<file path="config.mk">
export PLATFORM = sky130hd
export DESIGN_NAME = fft_iter_sequencer
export DESIGN_NICKNAME = d
export VERILOG_FILES = /design/src/rtl/fft_iter_sequencer.sv
export SDC_FILE = /design/constraint.sdc
export NUM_CORES = 1
export LEC_CHECK = 0
export BUFFER_PORTS_ARGS = -buffer_cell sky130_fd_sc_hd__buf_2
export CORE_UTILIZATION = 40
export CTS_CLUSTER_SIZE = 24
export DETAILED_ROUTE_END_ITERATION = 8
export PLACE_DENSITY = 0.67
export SETUP_SLACK_MARGIN = 0.5
export SYNTH_ARGS = -nofsm -noshare
export SYNTH_HDL_FRONTEND = slang
export SYNTH_SLANG_ARGS = --single-unit
</file>
<file path="constraint.sdc">
create_clock -name clk -period 2.65 [get_ports clk]
set_input_delay 0.265 -clock clk [delete_from_list [all_inputs] [get_ports clk]]
set_output_delay 0.265 -clock clk [all_outputs]
set_load 0.03 [all_outputs]
</file>
<file path="src/rtl/fft_iter_sequencer.sv">
// Stage/iteration sequencer for an in-place radix-2 DIT FFT.
// Counts butterflies (b) within a stage and stages (s) within a transform.
// Top, bottom and twiddle addresses are decoded combinationally from b and s.
module fft_iter_sequencer #(
    parameter int LOG2_N       = 5,
    parameter bit AUTO_ADVANCE = 1'b1,
    localparam int ITER_W      = LOG2_N - 1,
    localparam int STAGE_W     = (LOG2_N > 2) ? $clog2(LOG2_N) : 1,
    localparam int ADDR_W      = LOG2_N,
    localparam int TW_W        = LOG2_N - 1
) (
    input  logic               clk,
    input  logic               n_reset,
    input  logic               start,
    input  logic               abort,
    input  logic               iteration_strobe,
    input  logic               stage_go,
    output logic               busy,
    output logic               stage_strobe,
    output logic               done,
    output logic [ITER_W-1:0]  iteration_count_out,
    output logic [STAGE_W-1:0] stage_count_out,
    output logic [ADDR_W-1:0]  top_addr,
    output logic [ADDR_W-1:0]  bot_addr,
    output logic [TW_W-1:0]    tw_addr
);

    typedef enum logic [1:0] {S_IDLE, S_RUN, S_WAIT} state_t;

    // b == N/2-1 is all ones in ITER_W bits
    localparam logic [ITER_W-1:0]  B_LAST = '1;
    localparam logic [STAGE_W-1:0] S_LAST = STAGE_W'(LOG2_N - 1);

    state_t               state_q, state_d;
    logic [ITER_W-1:0]    b_q, b_d;
    logic [STAGE_W-1:0]   s_q, s_d;
    logic                 busy_q, busy_d;
    logic                 stage_strobe_q, stage_strobe_d;
    logic                 done_q, done_d;

    // Next-state and counter logic; abort dominates every other input.
    // A start seen while done is still high is the tail of the finishing
    // transform and is dropped.
    always_comb begin
        state_d        = state_q;
        b_d            = b_q;
        s_d            = s_q;
        stage_strobe_d = 1'b0;
        done_d         = 1'b0;
        if (abort) begin
            state_d = S_IDLE;
            b_d     = '0;
            s_d     = '0;
        end else begin
            case (state_q)
                S_IDLE: begin
                    if (start && !done_q) begin
                        state_d = S_RUN;
                        b_d     = '0;
                        s_d     = '0;
                    end
                end
                S_RUN: begin
                    if (iteration_strobe) begin
                        if (b_q == B_LAST) begin
                            b_d            = '0;
                            stage_strobe_d = 1'b1;
                            if (s_q == S_LAST) begin
                                s_d     = '0;
                                state_d = S_IDLE;
                                done_d  = 1'b1;
                            end else begin
                                s_d     = s_q + STAGE_W'(1);
                                state_d = AUTO_ADVANCE ? S_RUN : S_WAIT;
                            end
                        end else begin
                            b_d = b_q + ITER_W'(1);
                        end
                    end
                end
                S_WAIT: begin
                    if (stage_go) state_d = S_RUN;
                end
                default: state_d = S_IDLE;
            endcase
        end
        busy_d = (state_d != S_IDLE);
    end

    // State, counters and registered status pulses
    always_ff @(posedge clk or negedge n_reset) begin
        if (!n_reset) begin
            state_q        <= S_IDLE;
            b_q            <= '0;
            s_q            <= '0;
            busy_q         <= 1'b0;
            stage_strobe_q <= 1'b0;
            done_q         <= 1'b0;
        end else begin
            state_q        <= state_d;
            b_q            <= b_d;
            s_q            <= s_d;
            busy_q         <= busy_d;
            stage_strobe_q <= stage_strobe_d;
            done_q         <= done_d;
        end
    end

    logic [ADDR_W-1:0]  b_ext, span, pos, grp, top;
    logic [STAGE_W-1:0] tw_shift;

    // Butterfly address decode: insert a zero at bit s of b for the top
    // operand, the pair partner sits span above, twiddle stride halves per stage.
    always_comb begin
        b_ext    = ADDR_W'(b_q);
        span     = ADDR_W'(1) << s_q;
        pos      = b_ext & (span - ADDR_W'(1));
        grp      = b_ext >> s_q;
        top      = ((grp << s_q) << 1) | pos;
        tw_shift = S_LAST - s_q;
    end

    assign busy                = busy_q;
    assign stage_strobe        = stage_strobe_q;
    assign done                = done_q;
    assign iteration_count_out = b_q;
    assign stage_count_out     = s_q;
    assign top_addr            = top;
    assign bot_addr            = top + span;
    assign tw_addr             = pos[TW_W-1:0] << tw_shift;

endmodule

</file>
==> qor.yml, run 1 <==
status: "finished, violations left"
violations: "negative setup slack"
layout-drive-gt1-share_pct: 55.0
synth_common_cells: "dfrtp_1 (12), ha_1 (12), nand2_1 (12)"
crit_path_start_kind: "register"
synthAdderAreaFrac_pct: 16.6
core-area_um2: 2320
setup_viol: 3
yosysTopAreaCellShare_pct: 29.2
crit_start: "stage_count_out[0]"
dp_hpwl_um: 2120
gp_congestion: 0.840
p_per_area_nw_per_um2: 320
worstSetupPathType: "register to output pin"
synth_compound_area_share_pct: 19.7
synth_mux_area_share_pct: 3.29
synth_top_family_by_area: "simple AND/OR/NAND/NOR gates"
clock_skew_ns: 0.00685
irDropWorstVdd_uv: 352
chipWidth_um: 52.7
fmax_ghz: 0.352
critPathMaxFanout: 3
grt_pass1_wl_um: 4410
port_buffers: 29
detail-route-antenna-nets: 0
vias: 1072
rsz0062_at_grt: "true"
r2r_setup_slack_ns: 0.87
syn_avg_cell_area_um2: 8.86
viasPerCell: 5.39
slowest_stage: "dfrtp_2"
cp-endpoint: "bot_addr[4]"
ys.flop_type: "dfrtp_1"
grt_max_degree: 13
yosys-top-cells-area: "dfrtp_1 (29%), ha_1 (15%), nand2_1 (4.4%)"
timing.rr.end: "stage_count_out[0]"
die-area_um2: 2770
root_buffer: "clkbuf_4"
hold_viol_final: 0
layout_setup_ws_ns: -0.192
async_reset_ff_share_pct: 100
crit_path_end_kind: "output pin"
p_total_uw: 550
slew_viol_final: 0
syn_inst: 116
insertion_delay_ns: 0.27
numCtsBuffers: 3
grt_use_total_pct: 22.2
nets: 191
cpLargestDelayFamily: "adder cells"
path_cells: "inv_4, ha_4, ha_4, inv_4, ha_4, nand2b_4, o41ai_4, fa_2, a21o_1, a21oi_4, xor2_4, buf_6"
synth-edff-count: 0
cp.arrival_ns: 2.58
ios: 30
crit_buf_inv: 3
drt_iter0_drc: 17
cpMostUsedCell: "ha_4"
grt_pass1_vias: 974
ys_warn_count: 0
hp-class: "primary input to register"
synth_nets: 135
htreeDepth: 1
synth_largest_area_cell: "dfrtp_1"
regToRegStartpoint: "iteration_count_out[1]"
cp.required_ns: 2.38
synth-simple-area-share_pct: 23.4
cap_violations: 0
start_util_pct: 44.3
clockBufferDepth: 2
firstDrtPassIters: 4
clkTransAtPathRegs_ns: 0.08
cp.depth: 12
fin_cells: 199
r2r_cells: 5
leakage_nw: 0.800
area_growth_pct: 67.5
drc_errors: 0
diodes: 0
yosysUniqueCellTypes: 39
synth_area_um2: 1030
row_count: 17
grt_overflow_total: 0
die_height_um: 52.7
dp.cells: 187
cts_tree: "yes"
ys_ff_latch: 12
finalCriticalPeriod_ns: 2.84
synth_xor_area_share_pct: 2.56
drt-total-wl_um: 2880
nFillCells: 171
cts.sinks: 12
avgRoutedWirePerCell_um: 14.5
yosysSeqAreaShare_pct: 29.2
finalCritPeriodShare_pct: 107
slowest_delay_ns: 0.44
antenna_found_initial: 0
[power breakdown]
| part | leakage (nW) | switching, mW | internal [mW] |
|---|---|---|---|
| Combinational | 0.619 | 0.111 | 0.0984 |
| Clock | 0.0210 | 0.0615 | 0.0835 |
| Sequential | 0.160 | 0.00698 | 0.189 |
[final cells by class]
type                       instances  area, µm²  share of cell area, %
clock buffer                       4       36.3                   2.11
multi-input combinational         93        916                   53.2
inverter                           9       38.8                   2.25
sequential                        12        304                   17.7
tap                               28       35.0                   2.04
timing repair buffer              53        390                   22.7
[metal layers]
metal	vias up	global-route usage, %	part of all wire (%)
li1	525	-	-
met1	502	29.3	43
met2	41	37.1	51
met3	4	5.22	4.8
met4	0	3.07	1.0
met5	-	0	0
[how the worst min path moves through the flow]
stage	from	endpoint	slack (ns)	cells after the start
3_5_place_dp	n_reset	busy	0.16	1
2_1_floorplan	n_reset	busy	-0.03	0
4_1_cts	stage_go	state_q[1]	0.14	2
5_1_grt	stage_go	state_q[1]	0.15	2
6_report	stage_go	state_q[1]	0.14	2
3_3_place_gp	n_reset	busy	0.15	1
[repair_timing]
action	in CTS	in global routing
hold buffers	1	0
gates resized for setup	29	13
gates cloned	0	0
pin swaps	14	10
endpoints found under the hold margin	12	0
endpoints found under the setup margin	9	11
buffers inserted	5	2
[cell usage in the layout, fill, tap and decap left out, drive strengths merged, types with 2 or more instances in the layout]
cell type	netlist	routed
inv	9	9
nand2b	5	5
buf	2	52
and3	2	2
o21ai	5	5
dfrtp	12	12
mux2	3	3
nor3	3	3
clkbuf	0	4
a221oi	3	3
a21oi	8	8
xor2	2	2
a21o	2	2
ha	12	12
nand2	12	12
nor2b	4	4
o21ba	2	2
o211ai	2	2
nand3	5	5
nor2	7	7
[logic make-up after synthesis]
logic type	after synthesis
AO/OA/AOI/OAI	28
multiplexers	3
other	1
adder cells (fa/ha/maj)	13
buffers and inverters	11
XOR/XNOR	3
flip-flops	12
AND/OR/NAND/NOR	45
[flip-flops by register name, summed over array words and instances (netlist names)]
| register | flops |
|---|---|
| stage_strobe | 1 |
| done | 1 |
| busy | 1 |
| state_q | 2 |
| stage_count_out | 3 |
| iteration_count_out | 4 |
[stage by stage]
| stage | hold slack (ns) | cell area [µm²] | setup slack, ns | TNS (ns) | utilization [%] |
|---|---|---|---|---|---|
| after floorplan | -0.0306 | 1170 | -0.112 | -0.112 | - |
| after global placement | 0.154 | 1450 | 0.0295 | 0 | 62.7 |
| after detailed placement | 0.157 | 1450 | -0.0283 | -0.0283 | 62.7 |
| after CTS | 0.140 | 1640 | -0.231 | -0.361 | 70.9 |
| after global routing | 0.146 | 1720 | -0.298 | -0.652 | 74.2 |
| final | 0.144 | 1720 | -0.192 | -0.331 | 74.2 |
(Power assumes the default switching activity.)
==> run 2, diff against run 1 <==
Settings changed: CORE_UTILIZATION 40 to 46, HOLD_SLACK_MARGIN set to 0.02, PLACE_DENSITY 0.67 to 0.75, REMOVE_ABC_BUFFERS set to 1.
==> run 2 against run 1 <==
  * The flow still finishes with violations (negative setup slack)
  * Count of clock-buffer cells in the layout is the same
  * Global-route usage grew 6.6 points
  * Setup slack lost 0.20 ns
  * Via count grew 20%
  * Register-to-register slack lost 0.05 ns
  * Clock skew shrank 0.0059 ns
  * Core utilization grew 13 points
  * Design area grew 2.5%
  * Sequential power is essentially flat
  * Non-clock buffer count grew 11
  * Final cell count grew 5.0%
  * Critical path type unchanged
==> qor.yml, run 2 (synthesis gave the netlist of run 1 again) <==
clockBufferDepth: 2  # unchanged
start_util_pct: 50.8  # +6.5 points
clkTransAtPathRegs_ns: 0.08  # about the same
slew_viol_final: 0  # unchanged
htreeDepth: 1  # unchanged
rsz0062_at_grt: "true"
row_count: 16  # -1
status: "finished, violations left"
avgRoutedWirePerCell_um: 20.8  # +43%
die-area_um2: 2430  # -13%
grt_use_total_pct: 28.8  # +6.6 points
layout-drive-gt1-share_pct: 54.4  # -0.58 points
finish.instance_area_um2: 1760  # +2.5%
detail-route-antenna-nets: 0  # unchanged
grt_overflow_total: 0  # unchanged
hp-class: "primary input to register"
dp.cells: 184  # -1.6%
crit_path_end_kind: "output pin"
cts_tree: "yes"
core-area_um2: 2020  # -13%
grt_pass1_wl_um: 5240  # +19%
r2r_cells: 5  # unchanged
diodes: 0  # unchanged
die_height_um: 49.3  # -6.5%
viasPerCell: 6.18  # +15%
worstSetupPathType: "register to output pin"
p_total_uw: 598  # +8.8%
irDropWorstVdd_uv: 319  # -9.3%
hold_depth: 2  # unchanged
setup_viol: 5  # +2
place_area_um2: 1290  # -11%
largest_reg_flops: 4  # unchanged
firstDrtPassIters: 4  # unchanged
ios: 30  # unchanged
nets: 202  # +5.8%
root_buffer: "clkbuf_4"
drt-total-wl_um: 4340  # +51%
whs_ns: 0.143  # -0.000330 ns
numCtsBuffers: 3  # unchanged
p_per_area_nw_per_um2: 339  # +6.1%
critPathMaxFanout: 2  # -1
hold_viol_final: 0  # unchanged
gp_congestion: 0.933  # +11%
grt_pass1_vias: 1134  # +16%
hold_path_end: "state_q[1]"
chipWidth_um: 49.3  # -6.5%
regToRegStartpoint: "iteration_count_out[1]"
cap_violations: 0  # unchanged
crit_path_start_kind: "register"
vias: 1291  # +20%
finalCritPeriodShare_pct: 115  # +7.6 points
final_common_cell: "buf_4"
cp.arrival_ns: 2.78  # +0.20 ns
insertion_delay_ns: 0.28  # about the same
cts.sinks: 12  # unchanged
cp.required_ns: 2.38  # about the same
drt_iter0_drc: 64  # +47
antenna_found_initial: 0  # unchanged
drc_errors: 0  # unchanged
port_buffers: 29  # unchanged
grt_max_degree: 13  # unchanged
violations: "negative setup slack"
mostFrequentLayoutCells: "buf_4 (32), buf_2 (19), dfrtp_1 (12), buf_6 (12), nand2_1 (10)"
timing.rr.end: "stage_count_out[1]"
finalCriticalPeriod_ns: 3.04  # +0.203 ns
clock_skew_ns: 0.000955  # -0.00589 ns
dp_hpwl_um: 1980  # -6.5%
min_from: "stage_go"
layout_setup_ws_ns: -0.395  # -0.203 ns
leakage_nw: 0.848  # +6.0%
fin_cells: 209  # +5.0%
fmax_ghz: 0.328  # -6.7%
r2r_setup_slack_ns: 0.82  # -0.05 ns
area_growth_pct: 71.7
==> run 2: cell count changes in the layout (fill, tap and decap cells not counted), moves of 2 or more <==
cell     previous run  this run
dfrtp_2             3         0
xor2_1              0         2
buf_4              23        32
dfrtp_1             9        12
buf_6              10        12
==> run 2: worst max path at each step <==
stage	startpoint	end	slack [ns]	cells after the start
CTS	stage_count_out[1]	bot_addr[4]	-0.18	12
global route	stage_count_out[1]	bot_addr[4]	-0.47	12
finish	stage_count_out[1]	bot_addr[4]	-0.39	12
global placement	stage_count_out[0]	bot_addr[4]	-0.06	13
detailed placement	stage_count_out[1]	bot_addr[4]	-0.13	13
floorplan	stage_count_out[0]	bot_addr[4]	-0.85	11
==> run 2: per-layer routing <==
layer,vias up,share of wire [%],global-route usage (%),wire [µm]
li1,551,-,-,-
met1,616,38,34.0,1640
met2,94,48,49.5,2080
met3,30,8.8,4.67,383
met4,0,5.5,14.7,239
met5,-,0,0,0
==> run 2: what timing repair did <==
item / 4_1_cts / 5_1_grt
gates resized for setup: 43 / 19
cloned: 0 / 0
buffers inserted: 4 / 16
setup endpoints to repair: 10 / 11
endpoints found under the hold margin: 12 / 0
hold buffers: 1 / 0
pin swaps: 9 / 15
==> run 2: stage by stage <==
step | utilization (%) | setup TNS (ns) | setup slack [ns]
after floorplan | - | -3.24 | -0.850
after global placement | 64.0 | -0.0692 | -0.0589
after detailed placement | 64.0 | -0.224 | -0.130
after CTS | 76.7 | -0.432 | -0.182
after global routing | 87.3 | -1.58 | -0.465
final | 87.3 | -1.15 | -0.395
==> run 2: cell type report <==
type / count / area [µm²]
clock buffers: 4 / 36.3
inverters: 9 / 36.3
flip-flops and latches: 12 / 300
multi-input cells: 93 / 877
repair buffers: 64 / 480
well taps: 27 / 33.8
fillers: 101 / 258
==> run 2: power by group <==
group	switching, mW	total (mW)	internal (mW)
registers	0.00683	0.195	0.188
clock network	0.0685	0.152	0.0838
logic	0.133	0.251	0.117
==> run 2: worst max-delay path, cell delays in order, from the launching register on <==
cell and delay, ns:
dfrtp_1 0.41, inv_2 0.10, ha_4 0.15, ha_4 0.15, inv_4 0.05, ha_4 0.25
nand2b_4 0.12, o41ai_4 0.10, fa_2 0.38, a21o_1 0.20, a21oi_2 0.17, xor2_1 0.22
buf_4 0.20
